==> config.mk <==
export PLATFORM = sky130hd
export DESIGN_NAME = key_cond
export DESIGN_NICKNAME = d
export VERILOG_FILES = /design/src/rtl/key_cond.sv
export SDC_FILE = /design/constraint.sdc
export NUM_CORES = 1
export LEC_CHECK = 0
export CAP_MARGIN = 10
export CELL_PAD_IN_SITES_DETAIL_PLACEMENT = 1
export CELL_PAD_IN_SITES_GLOBAL_PLACEMENT = 2
export CORE_MARGIN = 4
export CORE_UTILIZATION = 35
export CTS_CLUSTER_DIAMETER = 40
export DETAILED_ROUTE_END_ITERATION = 8
export PLACE_DENSITY_LB_ADDON = 0.1
export SYNTH_ARGS = -nofsm -noshare
export SYNTH_HDL_FRONTEND = slang
export SYNTH_SLANG_ARGS = --single-unit
==> constraint.sdc <==
create_clock -name clk -period 1.4 [get_ports clk]
set_input_delay 0.21 -clock clk [delete_from_list [all_inputs] [get_ports clk]]
set_output_delay 0.21 -clock clk [all_outputs]
set_load 0.01 [all_outputs]
==> src/rtl/key_cond.sv <==
// key_cond: button synchroniser, debouncer and auto-repeater feeding the
// game control FSM with held move requests and a one-cycle start pulse.
module key_cond #(
  parameter int DEB_CYCLES   = 20,
  parameter int REPEAT_DELAY = 250,
  parameter int REPEAT_RATE  = 60
) (
  input  logic clk,
  input  logic rst_n,
  input  logic key_start_raw,
  input  logic key_right_raw,
  input  logic key_left_raw,
  input  logic key_down_raw,
  input  logic key_rotate_raw,
  input  logic hold_ack,
  input  logic flush,
  output logic start,
  output logic right,
  output logic left,
  output logic down,
  output logic rotate
);

  localparam int DW   = $clog2(DEB_CYCLES) + 1;
  localparam int RMAX = (REPEAT_DELAY > REPEAT_RATE) ?
                        REPEAT_DELAY : REPEAT_RATE;
  localparam int RW   = $clog2(RMAX) + 1;

  // key index: 0 start, 1 right, 2 left, 3 down, 4 rotate
  logic [4:0] raw;
  logic [4:0] s1;
  logic [4:0] s2;
  logic [4:0] press;
  logic [4:1] rep;

  assign raw = {key_rotate_raw, key_down_raw, key_left_raw,
                key_right_raw, key_start_raw};

  always_ff @(posedge clk) begin
    if (rst_n) begin
      s1 <= '0;
      s2 <= '0;
    end else begin
      s1 <= raw;
      s2 <= s1;
    end
  end

  for (genvar k = 0; k < 5; k++) begin : g_key
    logic [DW-1:0] cnt;
    logic          lvl;
    logic          fire;

    assign fire = (s2[k] != lvl) &&
                  (cnt == DW'(DEB_CYCLES - 1));
    assign press[k] = fire & s2[k];

    always_ff @(posedge clk) begin
      if (rst_n) begin
        cnt <= '0;
        lvl <= 1'b0;
      end else if (s2[k] == lvl) begin
        cnt <= '0;
      end else if (fire) begin
        lvl <= s2[k];
        cnt <= '0;
      end else begin
        cnt <= cnt + DW'(1);
      end
    end

    if (k >= 1 && k <= 3) begin : g_rep
      logic [RW-1:0] rcnt;
      logic [RW-1:0] thr;
      logic          rmode;
      logic          fall;

      // rmode=0 waits the initial delay, rmode=1 the repeat period
      assign fall   = fire & ~s2[k];
      assign thr    = rmode ? RW'(REPEAT_RATE - 1)
                            : RW'(REPEAT_DELAY - 1);
      assign rep[k] = lvl & ~fall & (rcnt == thr);

      always_ff @(posedge clk) begin
        if (rst_n) begin
          rcnt  <= '0;
          rmode <= 1'b0;
        end else if (press[k] || !lvl || fall) begin
          rcnt  <= '0;
          rmode <= 1'b0;
        end else if (rep[k]) begin
          rcnt  <= '0;
          rmode <= 1'b1;
        end else begin
          rcnt <= rcnt + RW'(1);
        end
      end
    end else if (k == 4) begin : g_norep
      assign rep[k] = 1'b0;
    end
  end

  // move index: 0 right, 1 left, 2 down, 3 rotate
  logic [3:0] mv_ev;
  logic [3:0] pend_q;
  logic [3:0] pend_n;
  logic [3:0] out_q;
  logic [3:0] out_n;
  logic [3:0] cons;
  logic [3:0] sel;
  logic       start_q;

  assign mv_ev = press[4:1] | rep[4:1];
  assign cons  = out_q & {4{hold_ack}};

  // down > right > left > rotate
  always_comb begin
    sel = '0;
    unique case (1'b1)
      pend_q[2]:
        sel[2] = 1'b1;
      pend_q[0] & ~pend_q[2]:
        sel[0] = 1'b1;
      pend_q[1] & ~pend_q[2] & ~pend_q[0]:
        sel[1] = 1'b1;
      pend_q[3] & ~|pend_q[2:0]:
        sel[3] = 1'b1;
      default: ;
    endcase
  end

  always_comb begin
    pend_n = pend_q;
    out_n  = out_q;
    if (flush) begin
      pend_n = '0;
      out_n  = '0;
    end else begin
      pend_n = (pend_q | mv_ev) & ~cons;
      out_n  = out_q & ~cons;
      if (out_q == '0) begin
        out_n = sel;
      end
    end
  end

  always_ff @(posedge clk) begin
    if (rst_n) begin
      pend_q  <= '0;
      out_q   <= '0;
      start_q <= 1'b0;
    end else begin
      pend_q  <= pend_n;
      out_q   <= out_n;
      start_q <= press[0];
    end
  end

  assign start  = start_q;
  assign right  = out_q[0];
  assign left   = out_q[1];
  assign down   = out_q[2];
  assign rotate = out_q[3];

endmodule

==> out/qor.csv <==
stage,metric,value,unit
outcome,outcome,"finished, violations left",
outcome,failing checks,setup timing,
yosys,synth warn,0,
worst_setup_path,CP Cell Sequence,or3_4 -> o311ai_4 -> or2_4 -> clkbuf_16 -> nor2_2,
global_route,Overflow after GRT,0,
worst_setup_path,CP Launch Type,flip-flop,
drt,Via density,4.67,
worst_setup_path,slowest CP cell,or3_4,
power,Leakage,1.58,nW
power,overall power,4.34,mW
cells_and_area,Filler Cell Count,1059,
timing,final worst-path cycle share,104,%
yosys,async set or reset register ratio after synthesis,0,%
worst_setup_path,Crit Path Max Fanout,4,
hold_path,hold endpoint,s1[2],
global_route,first-pass GRT wire length,12.9,mm
cts,CTS H-tree depth,3,
yosys,Mapped Cells,353,
floorplan,Chip Height,106,µm
drt,final WL,7.49,mm
cts,CTS tree,yes,
cts,Worst-path clk slew,0.09,ns
global_route,initial antenna violation count,1,
drt,routed len/inst,13.6,µm
worst_setup_path,Required @ worst endpoint,1.65,ns
global_route,vias in the first global route,2723,
cts,clock net sink count,84,
cts,Num CTS Buffers,9,
yosys,Mapped Nets,370,
worst_setup_path,critical path class,flip-flop to flip-flop,
timing,post-route setup slack,-0.0530,ns
cells_and_area,ANT cells,0,
drt,drt pass-1 iters,4,
hold_path,HP Start,key_left_raw,
floorplan,# rows,35,
place,RePlAce Congestion,0.741,
timing,Hold Slack,0.403,ns
yosys,Mean Syn Cell Area,9.60,µm²
timing,Slew Limit Fails,0,
cells_and_area,share of layout cells above drive strength 1,28.2,%
cells_and_area,nets,434,
place,dpl hpwl,5.26,mm
cts,clk root buf,clkbuf_8,
yosys,sequential area share after synthesis,49.6,%
cells_and_area,post-route cell area,4440,µm²
worst_setup_path,CP max stage delay,0.40,ns
yosys,top-area cell type share of the netlist area,49.6,%
global_route,GRT Overall Usage,14.2,%
timing,Max Clk Rate,688,MHz
worst_setup_path,Critical Path Start,g_key[2].cnt[2],
worst_setup_path,r2r setup slk,-0.05,ns
yosys,synthesized cell area,3390,µm²
worst_setup_path,CP Buf/Inv Count,1,
hold_path,Hold Path Depth,2,
place,dpl cell area,4010,µm²
floorplan,DIE WIDTH,106,µm
drt,Post-route DRC,0,
worst_setup_path,CP Capture Type,flip-flop,
yosys,Post-synth EDFFs,0,
timing,RSZ-0062 raised after global routing,yes,
timing,relative slew slack,74.5,%
worst_setup_path,Top delay family on crit path,simple AND/OR/NAND/NOR gates,
cts,Max clock buf depth,2,
yosys,"top cells by count, synth","dfxtp_1 (84), nor2_1 (68), xnor2_1 (24)",
yosys,most frequent cell after synthesis,dfxtp_1,
timing,final hold violations,0,
cts,Clock Latency Late Sink,0.35,ns
yosys,synth top area cells,"dfxtp_1 (50%), nor2_1 (7.5%), xnor2_1 (6.2%)",
worst_setup_path,Worst R2R End,g_key[2].g_rep.rcnt[8],
drt,DR vias,2575,
drt,initial detailed-routing violation count,93,
floorplan,Starting Density,36.3,%
floorplan,Total Die Area,11300,µm²
worst_setup_path,Critical Path AT,1.70,ns
yosys,Netlist cell types,43,
global_route,largest net degree at the start of global routing,16,
floorplan,IO Count,14,
power,Worst VDD drop,0.441,mV
timing,Slew @ Worst Pin,0.381,ns
power,P per Cell Area,977,nW/µm²
timing,setup violators final,9,
floorplan,total core area,9330,µm²
hold_path,min-delay worst type,primary input to flip-flop,
yosys,"area leader, netlist",dfxtp_1,
place,post-place setup slack,-0.193,ns
place,Port Buffers,13,
timing,Clock Skew,0.0135,ns
worst_setup_path,Reg-to-Reg Start,g_key[2].cnt[2],
timing,minimum clock period,1.45,ns
run,Max Cap Violations,0,
yosys,"FF+latch count, synth",84,
cells_and_area,synth-to-layout area growth,31.0,%
yosys,dominant synthesized flop cell,dfxtp_1,
drt,post-route ant nets,0,
worst_setup_path,R2R cell count,5,
==> layer usage <==
layer	global-route usage, %	vias to the layer above	part of all wire, %
li1	-	1318	-
met1	18.7	1224	48
met2	22.9	26	47
met3	4.07	7	3.5
met4	3.84	0	1.3
met5	0	-	0
==> how the worst max path moves through the flow <==
stage	to	slack, ns	cells after the start
floorplan	g_key[1].g_rep.rcnt[2]	0.006	5
global placement	g_key[4].cnt[2]	-0.16	4
detailed placement	g_key[0].cnt[5]	-0.19	4
CTS	g_key[2].g_rep.rcnt[5]	-0.07	5
global route	g_key[2].g_rep.rcnt[1]	-0.11	6
finish	g_key[2].g_rep.rcnt[8]	-0.05	5
==> worst register-to-register path, stage by stage, from the launching register on <==
cell and delay (ns):
dfxtp_2 0.33, or3_4 0.40, o311ai_4 0.24, or2_4 0.21, clkbuf_16 0.15, nor2_2 0.03
==> layout make-up <==
cell class / count / area, µm² / share of cell area, %
tap: 129 / 161 / 3.63
inverter: 13 / 48.8 / 1.10
clock inverter: 6 / 71.3 / 1.61
timing repair buffer: 59 / 507 / 11.4
multi-input combinational: 250 / 1810 / 40.9
sequential: 84 / 1700 / 38.3
clock buffer: 10 / 138 / 3.10
==> cell usage in the layout (no fill, tap or decap), types with 2 or more instances in the layout <==
cell type / netlist / layout
dlygate4sd2_1: 0 / 5
nor2b_1: 13 / 13
nand3_1: 18 / 17
a21oi_1: 9 / 9
buf_6: 1 / 2
dfxtp_2: 0 / 12
clkbuf_8: 0 / 10
mux2i_1: 5 / 4
nor4b_4: 0 / 2
xnor2_1: 24 / 24
clkdlybuf4s50_1: 0 / 8
dfxtp_1: 84 / 71
clkinvlp_4: 0 / 2
nor2_1: 68 / 60
inv_1: 13 / 13
buf_4: 0 / 42
ha_1: 8 / 4
nor2_4: 0 / 2
nor2_2: 9 / 15
and3_1: 7 / 7
nand4b_1: 2 / 2
nand2_2: 0 / 2
nand4_1: 4 / 4
and4bb_2: 3 / 3
xor2_1: 21 / 21
nor3_1: 4 / 3
o2111ai_4: 0 / 3
or3_1: 5 / 3
nand2_1: 16 / 14
o2111a_1: 2 / 2
ha_4: 0 / 3
nand4bb_1: 3 / 3
o21ai_0: 2 / 2
clkinv_4: 0 / 2
nor4bb_1: 3 / 3
or3_4: 1 / 3
==> power by group <==
part | total (mW) | switching (mW) | internal [mW] | leakage (nW)
clock network | 1.81 | 0.925 | 0.886 | 0.0991
registers | 2.42 | 0.0138 | 2.40 | 0.686
logic | 0.110 | 0.0501 | 0.0601 | 0.792
total | 4.34 | 0.989 | 3.35 | 1.58
==> state kept, by name, summed over array words and instances (netlist names) <==
name	cells
out_q	4
pend_q	4
s2	5
s1	5
g_key.cnt	30
g_key.lvl	5
start	1
g_key.g_rep.rcnt	27
g_key.g_rep.rmode	3
==> timing repair <==
item | CTS | global route
gates cloned | 1 | 1
hold buffers | 0 | 0
resized for setup | 14 | 39
pin swaps | 3 | 25
endpoints found under the setup margin | 51 | 55
setup buffers | 1 | 0
==> cell families (layout without fill, tap and decap cells) <==
kind of cell | after synthesis | count (layout) | synth area share, %
AO/OA/AOI/OAI | 23 | 24 | 5.57
multiplexers | 5 | 5 | 1.48
XOR/XNOR | 45 | 45 | 11.6
adder cells (fa/ha/maj) | 8 | 8 | 2.95
flip-flops | 84 | 84 | 49.6
buffers and inverters | 20 | 88 | 2.51
AND/OR/NAND/NOR | 168 | 168 | 26.2
==> per-stage QoR <==
step / instances / util (%) / setup TNS (ns)
6_report: 551 / 47.6 / -0.418
5_1_grt: 551 / 47.6 / -1.26
4_1_cts: 550 / 45.9 / -0.541
3_5_place_dp: 532 / 42.9 / -6.52
3_3_place_gp: 532 / 42.9 / -5.66
2_1_floorplan: 353 / - / 0
Power figures use the tool's default switching activity.
